**config.mk**
```make
export PLATFORM = sky130hd
export DESIGN_NAME = mem_arbiter
export DESIGN_NICKNAME = d
export VERILOG_FILES = /design/src/rtl/mem_pkg.sv /design/src/rtl/arb_rr2.sv /design/src/rtl/mem_arbiter.sv
export SDC_FILE = /design/constraint.sdc
export NUM_CORES = 1
export LEC_CHECK = 0
export BUFFER_PORTS_ARGS = -buffer_cell sky130_fd_sc_hd__buf_2
export CAP_MARGIN = 15
export CORE_AREA = 10 10 123 125
export CTS_BUF_LIST = sky130_fd_sc_hd__clkbuf_8
export CTS_CLUSTER_SIZE = 28
export DETAILED_ROUTE_END_ITERATION = 6
export DIE_AREA = 0 0 133 135
export PLACE_DENSITY = 0.82
export SLEW_MARGIN = 0
export SYNTH_ARGS = -nofsm -noshare
export SYNTH_HDL_FRONTEND = slang
export SYNTH_HIERARCHICAL = 1
export SYNTH_SLANG_ARGS = --single-unit
```
**constraint.sdc**
```tcl
create_clock -name clk -period 2.1 [get_ports clk]
set_input_delay 0.105 -clock clk [delete_from_list [all_inputs] [get_ports clk]]
set_output_delay 0.105 -clock clk [all_outputs]
set_load 0.05 [all_outputs]
```
**src/rtl/mem_pkg.sv**
```systemverilog
// Shared types and constants for the unified memory-port arbiter.
// Holds the FSM state encoding, grant-select encoding and memsize values.
package mem_pkg;

   // Width of the core's memsize access-size encoding
   localparam int MSZ_W = 3;

   // memsize code for a 32-bit word access (used for every fetch)
   localparam logic [MSZ_W-1:0] MEMSIZE_WORD = 3'b010;

   typedef enum logic [1:0] {
      IDLE,
      REQ,
      WAIT,
      DONE
   } arb_state_t;

   typedef enum logic {
      SEL_I,
      SEL_D
   } arb_sel_t;

endpackage

```
**src/rtl/arb_rr2.sv**
```systemverilog
// Two-way round-robin pick between fetch and load/store requesters.
// Ports: req_i/req_d pending requests, last side granted, sel chosen side.
module arb_rr2
   import mem_pkg::*;
(
   input  logic     req_i,
   input  logic     req_d,
   input  arb_sel_t last,
   output arb_sel_t sel
);

   // Under contention the side not served last wins. With a single
   // requester that side wins. With none the value is unused by the
   // caller, so fetch is returned as a harmless default.
   always_comb begin
      sel = SEL_I;
      if (req_i && req_d) begin
         sel = (last == SEL_D) ? SEL_I : SEL_D;
      end else if (req_d) begin
         sel = SEL_D;
      end
   end

endmodule

```
**src/rtl/mem_arbiter.sv**
```systemverilog
// Shares one memory port between instruction fetch and load/store,
// one transaction in flight, round-robin when both sides are pending.
// Ports: clk/reset; i_* fetch side; d_* load/store side; m_* memory port.
// Requests are levels held until the one-cycle *_valid completion pulse.
// Every output is a register; no input reaches an output combinationally.
module mem_arbiter
   import mem_pkg::*;
#(
   parameter int AW = 32,
   parameter int DW = 32
) (
   input  logic             clk,
   input  logic             reset,

   input  logic             i_req,
   input  logic [AW-1:0]    i_addr,
   output logic [DW-1:0]    i_rdata,
   output logic             i_valid,

   input  logic             d_req,
   input  logic             d_we,
   input  logic [MSZ_W-1:0] d_size,
   input  logic [AW-1:0]    d_addr,
   input  logic [DW-1:0]    d_wdata,
   output logic [DW-1:0]    d_rdata,
   output logic             d_valid,

   output logic             m_req,
   output logic             m_we,
   output logic [MSZ_W-1:0] m_size,
   output logic [AW-1:0]    m_addr,
   output logic [DW-1:0]    m_wdata,
   input  logic             m_gnt,
   input  logic             m_rvalid,
   input  logic [DW-1:0]    m_rdata
);

   arb_state_t state;
   arb_sel_t   sel;
   arb_sel_t   last;
   arb_sel_t   pick;

   arb_rr2 u_rr (
      .req_i (i_req),
      .req_d (d_req),
      .last  (last),
      .sel   (pick)
   );

   always_ff @(posedge clk) begin
      if (reset) begin
         state   <= IDLE;
         sel     <= SEL_I;
         last    <= SEL_D;
         m_req   <= 1'b0;
         m_we    <= 1'b0;
         m_size  <= '0;
         m_addr  <= '0;
         m_wdata <= '0;
         i_rdata <= '0;
         d_rdata <= '0;
         i_valid <= 1'b0;
         d_valid <= 1'b0;
      end else begin
         // Completion flags are single-cycle pulses
         i_valid <= 1'b0;
         d_valid <= 1'b0;

         unique case (state)
            IDLE: begin
               if (i_req || d_req) begin
                  sel   <= pick;
                  last  <= pick;
                  m_req <= 1'b1;
                  state <= REQ;
                  if (pick == SEL_I) begin
                     // Fetch is always a word read
                     m_addr  <= i_addr;
                     m_we    <= 1'b0;
                     m_size  <= MEMSIZE_WORD;
                     m_wdata <= '0;
                  end else begin
                     m_addr  <= d_addr;
                     m_we    <= d_we;
                     m_size  <= d_size;
                     m_wdata <= d_wdata;
                  end
               end
            end

            REQ: begin
               // m_* stay frozen until memory accepts; a stray
               // m_rvalid here belongs to nothing and is dropped
               if (m_gnt) begin
                  m_req <= 1'b0;
                  state <= WAIT;
               end
            end

            WAIT: begin
               if (m_rvalid) begin
                  state <= DONE;
                  if (sel == SEL_I) begin
                     i_rdata <= m_rdata;
                     i_valid <= 1'b1;
                  end else begin
                     d_rdata <= m_rdata;
                     d_valid <= 1'b1;
                  end
               end
            end

            DONE: begin
               // Requests are ignored while the pulse is visible, so a
               // requester has this cycle to drop or renew its level
               state <= IDLE;
            end

            default: state <= IDLE;
         endcase
      end
   end

endmodule

```
==> results of run 1 <==
[flip-flops by register name (all words and copies together) (netlist names)]
register,cells
d_rdata,32
d_valid,1
i_rdata,32
i_valid,1
last,1
m_addr,32
m_req,1
m_size,3
m_wdata,32
m_we,1
sel,1
state,2
[how the worst max path moves through the flow]
stage               startpoint     endpoint  slack [ns]  cells past startpoint
detailed placement    state[1]    m_addr[9]        0.59                      6
CTS                       last    m_addr[9]        0.27                      5
global placement      state[1]    m_addr[9]        0.65                      6
global route              last   m_addr[30]        0.13                      5
finish                    last   m_addr[30]        0.23                      5
floorplan             state[0]  d_rdata[20]        0.75                      6
[critical path: stages, from the launching register on]
cell and delay, ns:
dfxtp_1 0.35, a21boi_4 0.17, buf_4 0.30, mux2i_1 0.11, dlygate4sd3_1 0.58, a211oi_1 0.25
[logic make-up after synthesis]
kind of cell,after synthesis
AND/OR/NAND/NOR,249
AO/OA/AOI/OAI,141
flip-flops,139
buffers and inverters,57
multiplexers,33
adder cells (fa/ha/maj),3
[metrics by stage]
step | cells | power [mW] | util (%)
3_5_place_dp | 1026 | 6.783 | 54.39
2_1_floorplan | 622 | 6.005 | -
3_3_place_gp | 1026 | 6.715 | 54.39
6_report | 1161 | 9.452 | 65.92
4_1_cts | 1155 | 9.467 | 65.80
5_1_grt | 1159 | 9.928 | 65.88
[layer usage]
metal | up-vias | wire (um) | global-route usage, %
met5 | - | 0 | 0
met4 | 0 | 614 | 10.70
met3 | 46 | 1905 | 9.496
met2 | 284 | 10170 | 37.88
met1 | 2691 | 6975 | 21.24
li1 | 2797 | - | -
[area by class of cell]
type / count / area [um2] / share of cell area (%)
diodes: 6 / 15.01 / 0.1812
clock buffers: 18 / 247.7 / 2.990
clock inverters: 14 / 216.5 / 2.613
inverters: 5 / 18.77 / 0.2265
multi-input cells: 426 / 2302 / 27.79
flip-flops and latches: 139 / 2783 / 33.59
well taps: 172 / 215.2 / 2.597
repair buffers: 381 / 2487 / 30.02
[Yosys cell counts (2+ instances only)]
cell,n,area [um2]
a211oi_1,12,90.09
a211oi_2,20,250.2
a21oi_1,103,515.5
buf_1,6,22.52
buf_2,24,120.1
buf_4,3,22.52
buf_6,6,67.56
clkbuf_1,12,45.04
dfxtp_1,139,2783
ha_1,3,37.54
inv_1,5,18.77
mux2i_1,33,330.3
nand2_1,167,626.9
nand2b_1,3,18.77
nand3_1,36,180.2
nor2_1,38,142.6
o21a_1,2,15.01
[power by group through the flow]
stage                     Combinational [mW]  Clock (mW)  Sequential (mW)
after floorplan                         1.53           0             4.47
after global placement                  3.46           0             3.25
after detailed placement                3.52           0             3.26
after CTS                               3.69        2.57             3.21
after global routing                    3.98        2.68             3.27
final                                   3.71        2.52             3.22
==> reports/metrics.yaml, run 1 <==
detailed_routing:
  via_per_inst: 5.011
  drt_iter0_markers: 350
  wl_per_cell_um: 16.94
  ant_nets: 0
  drc_errors: 0
  drtPass1Iterations: 5
  postRouteWirelength_um: 19670
  via_count: 5818
global_routing:
  grt_pass1_wl_um: 31420
  grt_max_degree: 65
  antenna_found_initial: 6
  grt-ovfl-total: 0
  grt_util_all_layers_pct: 21.55
  grt_pass1_vias: 6131
timing:
  fin_ws_ns: 0.2298
  tightest_slew_ns: 0.4595
  finalClockSkew_ns: 0.01595
  fin_crit_ns: 1.870
  hold_viol: 0
  hold_slack_ns: 0.03579
  tns_ns: 0
  grt_setup_unrepaired: "no"
  min_period_over_period_pct: 89.06
  slew_headroom_pct: 69.37
  setup_viol: 0
  fmax_mhz: 534.7
  slew_viol_final: 0
clock_tree:
  cts-resized-gates: 0
  clk_pin_slew_ns: 0.08
  cts_htree_levels: 4
  cts_root_buf: "clkbuf_8"
  clk_path_buf_depth: 2
  cts_tree: "done"
  cts_buffers: 17
  hold_buffers: 97
  cts_sinks: 139
  clk_latency_ns: 0.45
  cts_setup_buffers: 0
placed_design:
  io_buffers: 272
  place_area_mm2: 0.006835
  hpwl_um: 12410
  gp_congestion: 0.7802
  pre_cts_slack_ns: 0.5924
synth:
  synth_edf_count: 0
  synthSimpleGateAreaFrac_pct: 18.69
  syn-instance-count: 622
  ys_async_sr_fraction_pct: 0
  synth-adder-area-share_pct: 0.6990
  ys.flop_type: "dfxtp_1"
  synth_xor_area_share_pct: 0
  synth_warnings: 6
  syn-num-nets: 763
  seq_area_frac_synth_pct: 51.82
  synth_mux_area_share_pct: 6.151
  synth_seq_cells: 139
  synth_cell_types: 27
  synth-compound-area-share_pct: 16.99
  syn_area_per_cell_um2: 8.634
  syn_area_mm2: 0.005370
  synth_top_family_by_area: "simple AND/OR/NAND/NOR gates"
run_status:
  status: "finished, final reports clean"
critical_path:
  cp.arrival_ns: 2.22
  start_kind: "flop"
  end_kind: "flop"
  timing.rr.start: "last"
  cp.required_ns: 2.45
  r2r_cells: 5
  worstSetupPathType: "reg2reg"
  crit_path_max_fanout: 17
  r2r-end: "m_addr[30]"
  r2r_setup_slack_ns: 0.23
power_and_ir_drop:
  power_density_mw_per_mm2: 1141
  p_int_mw: 5.563
  swShare_pct: 41.15
  vdd_drop_max_v: 0.0007384
  pwr-share-comb_pct: 39.2
  clkPwrFrac_pct: 26.7
  p_switching_mw: 3.889
  power_frac_seq_pct: 34.1
  p_leak_nw: 3.710
floorplanning:
  num_rows: 41
  initial_core_util_pct: 42.73
  dieArea_mm2: 0.01796
  core_area_mm2: 0.01257
  ios: 273
  die_h_um: 135
  die_x_um: 133
cells_and_area:
  final_common_cell: "buf_2"
  finalInstanceArea_mm2: 0.008285
  n_fill_cell: 968
  nNetsFinal: 1111
  area_delta_synth_final_pct: 54.29
  drive_gt1_share_pct: 34.49
  layout_common_cells: "271 x buf_2, 167 x nand2_1, 139 x dfxtp_1, 103 x a21oi_1, 97 x dlygate4sd3_1"
hold_path:
  hp-start: "d_addr[16]"
  whs_endpoint: "m_addr[16]"
  hold_depth: 3
  hold_class: "in2reg"
job:
  maxCapViolations: 0
Note: power is estimated with default switching activity, not from simulation.
==> run 2, diff against run 1 <==
==> config.mk (replaced) <==
export PLATFORM = sky130hd
export DESIGN_NAME = mem_arbiter
export DESIGN_NICKNAME = d
export VERILOG_FILES = /design/src/rtl/mem_pkg.sv /design/src/rtl/arb_rr2.sv /design/src/rtl/mem_arbiter.sv
export SDC_FILE = /design/constraint.sdc
export NUM_CORES = 1
export LEC_CHECK = 0
export CAP_MARGIN = 15
export CORE_AREA = 10 10 120 122
export CTS_BUF_LIST = sky130_fd_sc_hd__clkbuf_8
export CTS_CLUSTER_SIZE = 28
export DETAILED_ROUTE_END_ITERATION = 6
export DIE_AREA = 0 0 130 132
export DONT_BUFFER_PORTS = 1
export PLACE_DENSITY = 0.63
export SLEW_MARGIN = 0
export SYNTH_ARGS = -nofsm -noshare
export SYNTH_HDL_FRONTEND = slang
export SYNTH_SLANG_ARGS = --single-unit
==> run 2 against run 1 <==
  * First-iteration DRC count up 5.7%
  * Highest routed layer unchanged
  * Die area down 4.4%
  * Sequential share of layout area up 6.3 points
  * Critical path type unchanged
  * Utilization down 7.3 points
  * Via count down 19%
  * Critical path depth up 1
  * Total power down 4.4%
  * Final cell count down 25%
  * Maximum frequency up 1.2%
  * Combinational power down 49%
  * Area after synthesis down 6.6%
  * Synthesized cell count down 6.8%
==> reports/metrics.yaml, run 2 <==
run_status:
  status: "finished, final reports clean"
detailed_routing:
  drt_iter0_markers: 370
  ant_nets: 0
  wl_per_cell_um: 20.18
  postRouteWirelength_um: 17510
  drtPass1Iterations: 5
  via_per_inst: 5.461
  via_count: 4740
  drc_errors: 0
cells_and_area:
  layout_common_cells: "161 x nand2_1, 139 x dfxtp_1, 136 x dlygate4sd3_1, 99 x a21oi_1, 37 x nor2_1"
  fin_util_pct: 58.65
  nNetsFinal: 845
  area_delta_synth_final_pct: 39.26
  drive_gt1_share_pct: 7.392
  stdcell_count: 868
  final_common_cell: "nand2_1"
critical_path:
  r2r-end: "m_req"
  cp-endpoint: "m_req"
  worstSetupPathType: "reg2reg"
  cp.buffers_inverters: 2
  worstPathCellList: "inv_1 > ha_2 > nor3b_1 > o21ai_0 > dlygate4sd3_1 > a21oi_1"
  crit_path_max_fanout: 9
  cp_slowest_cell: "dlygate4sd3_1"
  r2r_setup_slack_ns: 0.25
  critical_path.top_delay_family: "buffers and inverters"
  cp.required_ns: 2.48
  max_stage_delay_ns: 0.56
  end_kind: "flop"
  timing.rr.start: "state[0]"
  critPathLaunch: "state[0]"
  path_depth: 6
  cp.arrival_ns: 2.23
  r2r_cells: 6
  start_kind: "flop"
floorplanning:
  dieArea_mm2: 0.01716
  ios: 273
  initial_core_util_pct: 42.11
  num_rows: 40
  die_x_um: 130
  core_area_mm2: 0.01191
  die_h_um: 132
synth:
  synth_common_cells: "161 x nand2_1, 139 x dfxtp_1, 99 x a21oi_1"
  syn-instance-count: 580
  ys_async_sr_fraction_pct: 0
  syn_area_mm2: 0.005016
  syn-num-nets: 721
  synth_cell_types: 29
  synth_top_area_share_pct: 55.48
  synth_warnings: 0
  yosysMostFrequentCell: "nand2_1"
  ys.flop_type: "dfxtp_1"
  synth_seq_cells: 139
  yosysTopAreaCell: "dfxtp_1"
  syn_area_per_cell_um2: 8.648
  seq_area_frac_synth_pct: 55.48
  synth_edf_count: 0
  synth_area_leaders: "dfxtp_1 55%, nand2_1 12%, a21oi_1 9.9%, a22o_1 6.1%, a211oi_1 4.8%"
global_routing:
  grt_pass1_vias: 4793
  antenna_found_initial: 4
  grt_util_all_layers_pct: 19.89
  grt-ovfl-total: 0
  grt_pass1_wl_um: 26900
  grt_max_degree: 106
hold_path:
  hold_class: "in2reg"
placed_design:
  io_buffers: 0
  gp_congestion: 0.8276
  dp_cells: 695
  hpwl_um: 11020
clock_tree:
  cts_buffers: 17
  cts_root_buf: "clkbuf_8"
  clk_pin_slew_ns: 0.08
  cts_htree_levels: 4
  clk_latency_ns: 0.44
  cts_sinks: 139
  clk_path_buf_depth: 2
  cts_tree: "done"
power_and_ir_drop:
  power_density_mw_per_mm2: 1294
  vdd_drop_max_v: 0.0008021
  p_leak_nw: 2.647
job:
  maxCapViolations: 0
timing:
  fmax_mhz: 541.1
  hold_viol: 0
  grt_setup_unrepaired: "no"
  slew_headroom_pct: 62.42
  tns_ns: 0
  fin_crit_ns: 1.848
  tightest_slew_ns: 0.5630
  setup_viol: 0
  slew_viol_final: 0
  min_period_over_period_pct: 88.01
  finalClockSkew_ns: 0.01255
  hold_slack_ns: 0.04597
## run 2: changes by cell type after synthesis, moves of 4 or more
cell / delta
mux2i_1: -32
a211oi_2: -20
clkbuf_1: +20
a22o_1: +35
a21oi_1: -4
a211oi_1: +20
nand3_1: -35
nand2_1: -6
buf_2: -16
## run 2: area by class of cell
class | count | area, um2
fill | 990 | 4926
sequential | 139 | 2783
multi-input combinational | 391 | 2014
timing repair buffer | 152 | 1501
clock inverter | 15 | 247.7
clock buffer | 17 | 234.0
tap | 147 | 183.9
inverter | 3 | 11.26
antenna | 4 | 10.01
## run 2: power by group
group	switching, mW	leakage, nW	internal, mW
logic	1.11	1.27	0.782
registers	1.52	1.13	3.04
clock network	1.05	0.243	1.54
total	3.68	2.65	5.36
## run 2: worst reg2reg max path: cells and delay by family (launching register included)
family	cells	cell delay, ns
compound gates	2	0.23
buf+inv	2	0.65
flops	1	0.34
simple gates	1	0.28
fa+ha+maj	1	0.29
## run 2: layer usage
layer	wire length, um	share of wire [%]	global-route usage [%]	vias up
li1	-	-	-	2227
met5	0	0	0	-
met4	670	3.8	10.50	0
met2	8603	49	32.00	271
met1	6088	35	20.15	2188
met3	2152	12	10.86	54
## run 2: how the worst min path moves through the flow
stage | start | end | cells after the start | slack [ns]
finish | reset | m_req | 2 | 0.05
global route | i_req | m_req | 3 | 0.05
CTS | i_req | m_req | 3 | 0.02
detailed placement | reset | m_addr[9] | 1 | 0.19
global placement | reset | m_addr[4] | 1 | 0.19
floorplan | d_size[0] | m_size[0] | 1 | 0.23
## run 2: stage by stage
stage	power (mW)	setup slack, ns	area [um2]
final	9.039	0.2519	6985
after global routing	9.475	0.05835	6985
after CTS	9.032	0.1622	6973
after detailed placement	6.162	0.3923	5102
after global placement	6.090	0.4686	5102
after floorplan	5.762	0.4314	5016
## run 2: timing repair
action                                  4_1_cts  5_1_grt
buffers inserted                              0        0
endpoints found under the hold margin       139        0
gates resized for setup                       0        1
endpoints found under the setup margin        0        1
hold buffers                                137        0
## run 2: logic make-up (layout without fill, tap and decap cells)
logic type                 count (synthesis)  in the layout  synth area share [%]
adders and majority gates                  3              3                0.7484
and+or+nand+nor                          212            212                 16.89
muxes                                      1              1                0.1996
DFF                                      139            139                 55.48
AOI/OAI and AO/OA                        175            175                 22.15
buffers and inverters                     50            187                 4.540
other                                      0              4                     0
==> run 3, diff against run 2 <==
--- a/config.mk
+++ b/config.mk
@@ -6,13 +6,13 @@
 export NUM_CORES = 1
 export LEC_CHECK = 0
 export CAP_MARGIN = 15
-export CORE_AREA = 10 10 120 122
+export CORE_AREA = 2 2 112 114
 export CTS_BUF_LIST = sky130_fd_sc_hd__clkbuf_8
 export CTS_CLUSTER_SIZE = 28
 export DETAILED_ROUTE_END_ITERATION = 6
-export DIE_AREA = 0 0 130 132
+export DIE_AREA = 0 0 114 116
 export DONT_BUFFER_PORTS = 1
-export PLACE_DENSITY = 0.63
+export PLACE_DENSITY = 0.53
 export SLEW_MARGIN = 0
 export SYNTH_ARGS = -nofsm -noshare
 export SYNTH_HDL_FRONTEND = slang
==> run 3 against run 2 <==
  * Worst setup slack got worse by 0.23 ns
  * Clock-buffer cell count increased by 4
  * Worst hold slack improved by 0.017 ns
  * Routed wire length decreased by 10%
  * Clock skew decreased by 0.0029 ns
  * Via count decreased by 1.1%
  * Flip-flop and latch count unchanged
  * Register-to-register slack got worse by 0.23 ns
  * Die area decreased by 23%
  * Sequential share of layout area about the same
  * Utilization about the same
==> reports/metrics.yaml, run 3 (same netlist as run 2, synthesis figures left out) <==
power_and_ir_drop:
  p_leak_nw: 2.706
  vdd_drop_max_v: 0.0009333
  power_density_mw_per_mm2: 1296
  p_total_mw: 9.060
  swShare_pct: 41.22
  clkPwrFrac_pct: 23.5
  power_frac_seq_pct: 50.4
  p_int_mw: 5.325
  p_switching_mw: 3.735
  pwr-share-comb_pct: 26.1
timing:
  tightest_slew_ns: 0.5693
  hold_slack_ns: 0.06288
  min_period_over_period_pct: 98.94
  tns_ns: 0
  setup_viol: 0
  fmax_mhz: 481.3
  fin_crit_ns: 2.078
  slew_headroom_pct: 61.99
  slew_viol_final: 0
  finalClockSkew_ns: 0.009670
  hold_viol: 0
critical_path:
  cp.buffers_inverters: 4
  worstPathCellList: "inv_1 > ha_1 > buf_4 > o21ai_4 > buf_6 > a21oi_1 > a211oi_1 > dlygate4sd3_1"
  max_stage_delay_ns: 0.58
  crit_path_max_fanout: 9
  critPathLaunch: "state[0]"
  worstSetupPathType: "reg2reg"
  cp.arrival_ns: 2.46
  cp_slowest_cell: "dlygate4sd3_1"
  cp.required_ns: 2.48
  timing.rr.start: "state[0]"
  critical_path.top_delay_family: "buffers and inverters"
  start_kind: "flop"
  end_kind: "flop"
job:
  maxCapViolations: 0
cells_and_area:
  drive_gt1_share_pct: 9.015
  fin_util_pct: 58.67
  final_common_cell: "nand2_1"
  layout_common_cells: "161 x nand2_1, 137 x dfxtp_1, 135 x dlygate4sd3_1, 99 x a21oi_1, 37 x nor2_1"
  stdcell_count: 868
  n_antenna_cell: 0
  nNetsFinal: 849
  area_delta_synth_final_pct: 39.31
placed_design:
  hpwl_um: 9031
  gp_congestion: 0.7329
  dp_cells: 697
  io_buffers: 0
clock_tree:
  clk_pin_slew_ns: 0.08
  cts_sinks: 139
  cts_htree_levels: 4
  cts_tree: "done"
  clk_latency_ns: 0.44
  cts_buffers: 17
  cts_setup_buffers: 0
  clk_path_buf_depth: 2
  cts_root_buf: "clkbuf_8"
floorplanning:
  core_area_mm2: 0.01191
  initial_core_util_pct: 42.11
  ios: 273
  dieArea_mm2: 0.01322
  die_x_um: 114
  num_rows: 40
  die_h_um: 116
detailed_routing:
  drt_iter0_markers: 359
  via_per_inst: 5.402
  via_count: 4689
  ant_nets: 0
  drc_errors: 0
  postRouteWirelength_um: 15700
  wl_per_cell_um: 18.08
  drtPass1Iterations: 4
global_routing:
  antenna_found_initial: 0
  grt_pass1_vias: 4583
  grt_max_degree: 106
  grt-ovfl-total: 0
  grt_util_all_layers_pct: 22.27
  grt_pass1_wl_um: 23200
hold_path:
  hp-start: "i_req"
  hold_class: "in2reg"
run_status:
  status: "finished, final reports clean"
[run 3: cell count changes in the layout (fill, tap and decap cells not counted), sizes merged]
cell         before  now
inv               5    7
clkbuf           17   21
diode             4    0
dlygate4sd3     136  135
clkinv            6    4
bufinv            6    2
buf              16   21
[run 3: worst register-to-register path, delay by kind of cell, from the launching register on]
family,cells,cell delay (ns)
AO/OA/AOI/OAI,3,0.46
adder cells (fa/ha/maj),1,0.21
buffers and inverters,4,1.01
flip-flops,1,0.35
[run 3: worst paths after layout]
path	to	slack, ns	depth (start not counted)
hold reg to reg	state[0]	0.49	1
hold / removal	m_req	0.06	3
setup / recovery	m_addr[14]	0.02	8
setup reg to reg	m_addr[14]	0.02	8
[run 3: layer usage]
layer,vias to the layer above,GRT usage [%],part of all wire (%)
li1,2223,-,-
met1,2199,25.15,39
met2,236,37.90,50
met3,31,8.839,8.9
met4,0,8.862,2.4
met5,-,0,0
[run 3: power by group through the flow]
stage	clock network, mW	registers, mW	logic [mW]
finish	2.13	4.57	2.36
global route	2.30	4.61	2.58
CTS	2.18	4.55	2.07
detailed placement	0	4.61	1.54
global placement	0	4.62	1.49
floorplan	0	4.56	1.20
[run 3: area by class of cell]
| cell class | count | area [um2] |
|---|---|---|
| clock buffers | 21 | 289.0 |
| clock inverters | 11 | 102.6 |
| fillers | 1029 | 4923 |
| inverters | 3 | 11.26 |
| multi-input cells | 391 | 2061 |
| flip-flops and latches | 139 | 2785 |
| well taps | 147 | 183.9 |
| repair buffers | 156 | 1555 |
[run 3: what timing repair did]
action	in CTS	in global routing
gates resized for setup	0	24
hold buffers	136	2
endpoints found under the hold margin	139	2
endpoints found under the setup margin	0	32
[run 3: per-stage QoR]
step | instance area [um2] | setup slack (ns)
after CTS | 6888 | 0.04209
after global placement | 5117 | 0.6255
final | 6988 | 0.02222
after global routing | 6988 | -0.05588
after detailed placement | 5117 | 0.5652
after floorplan | 5016 | 0.4314
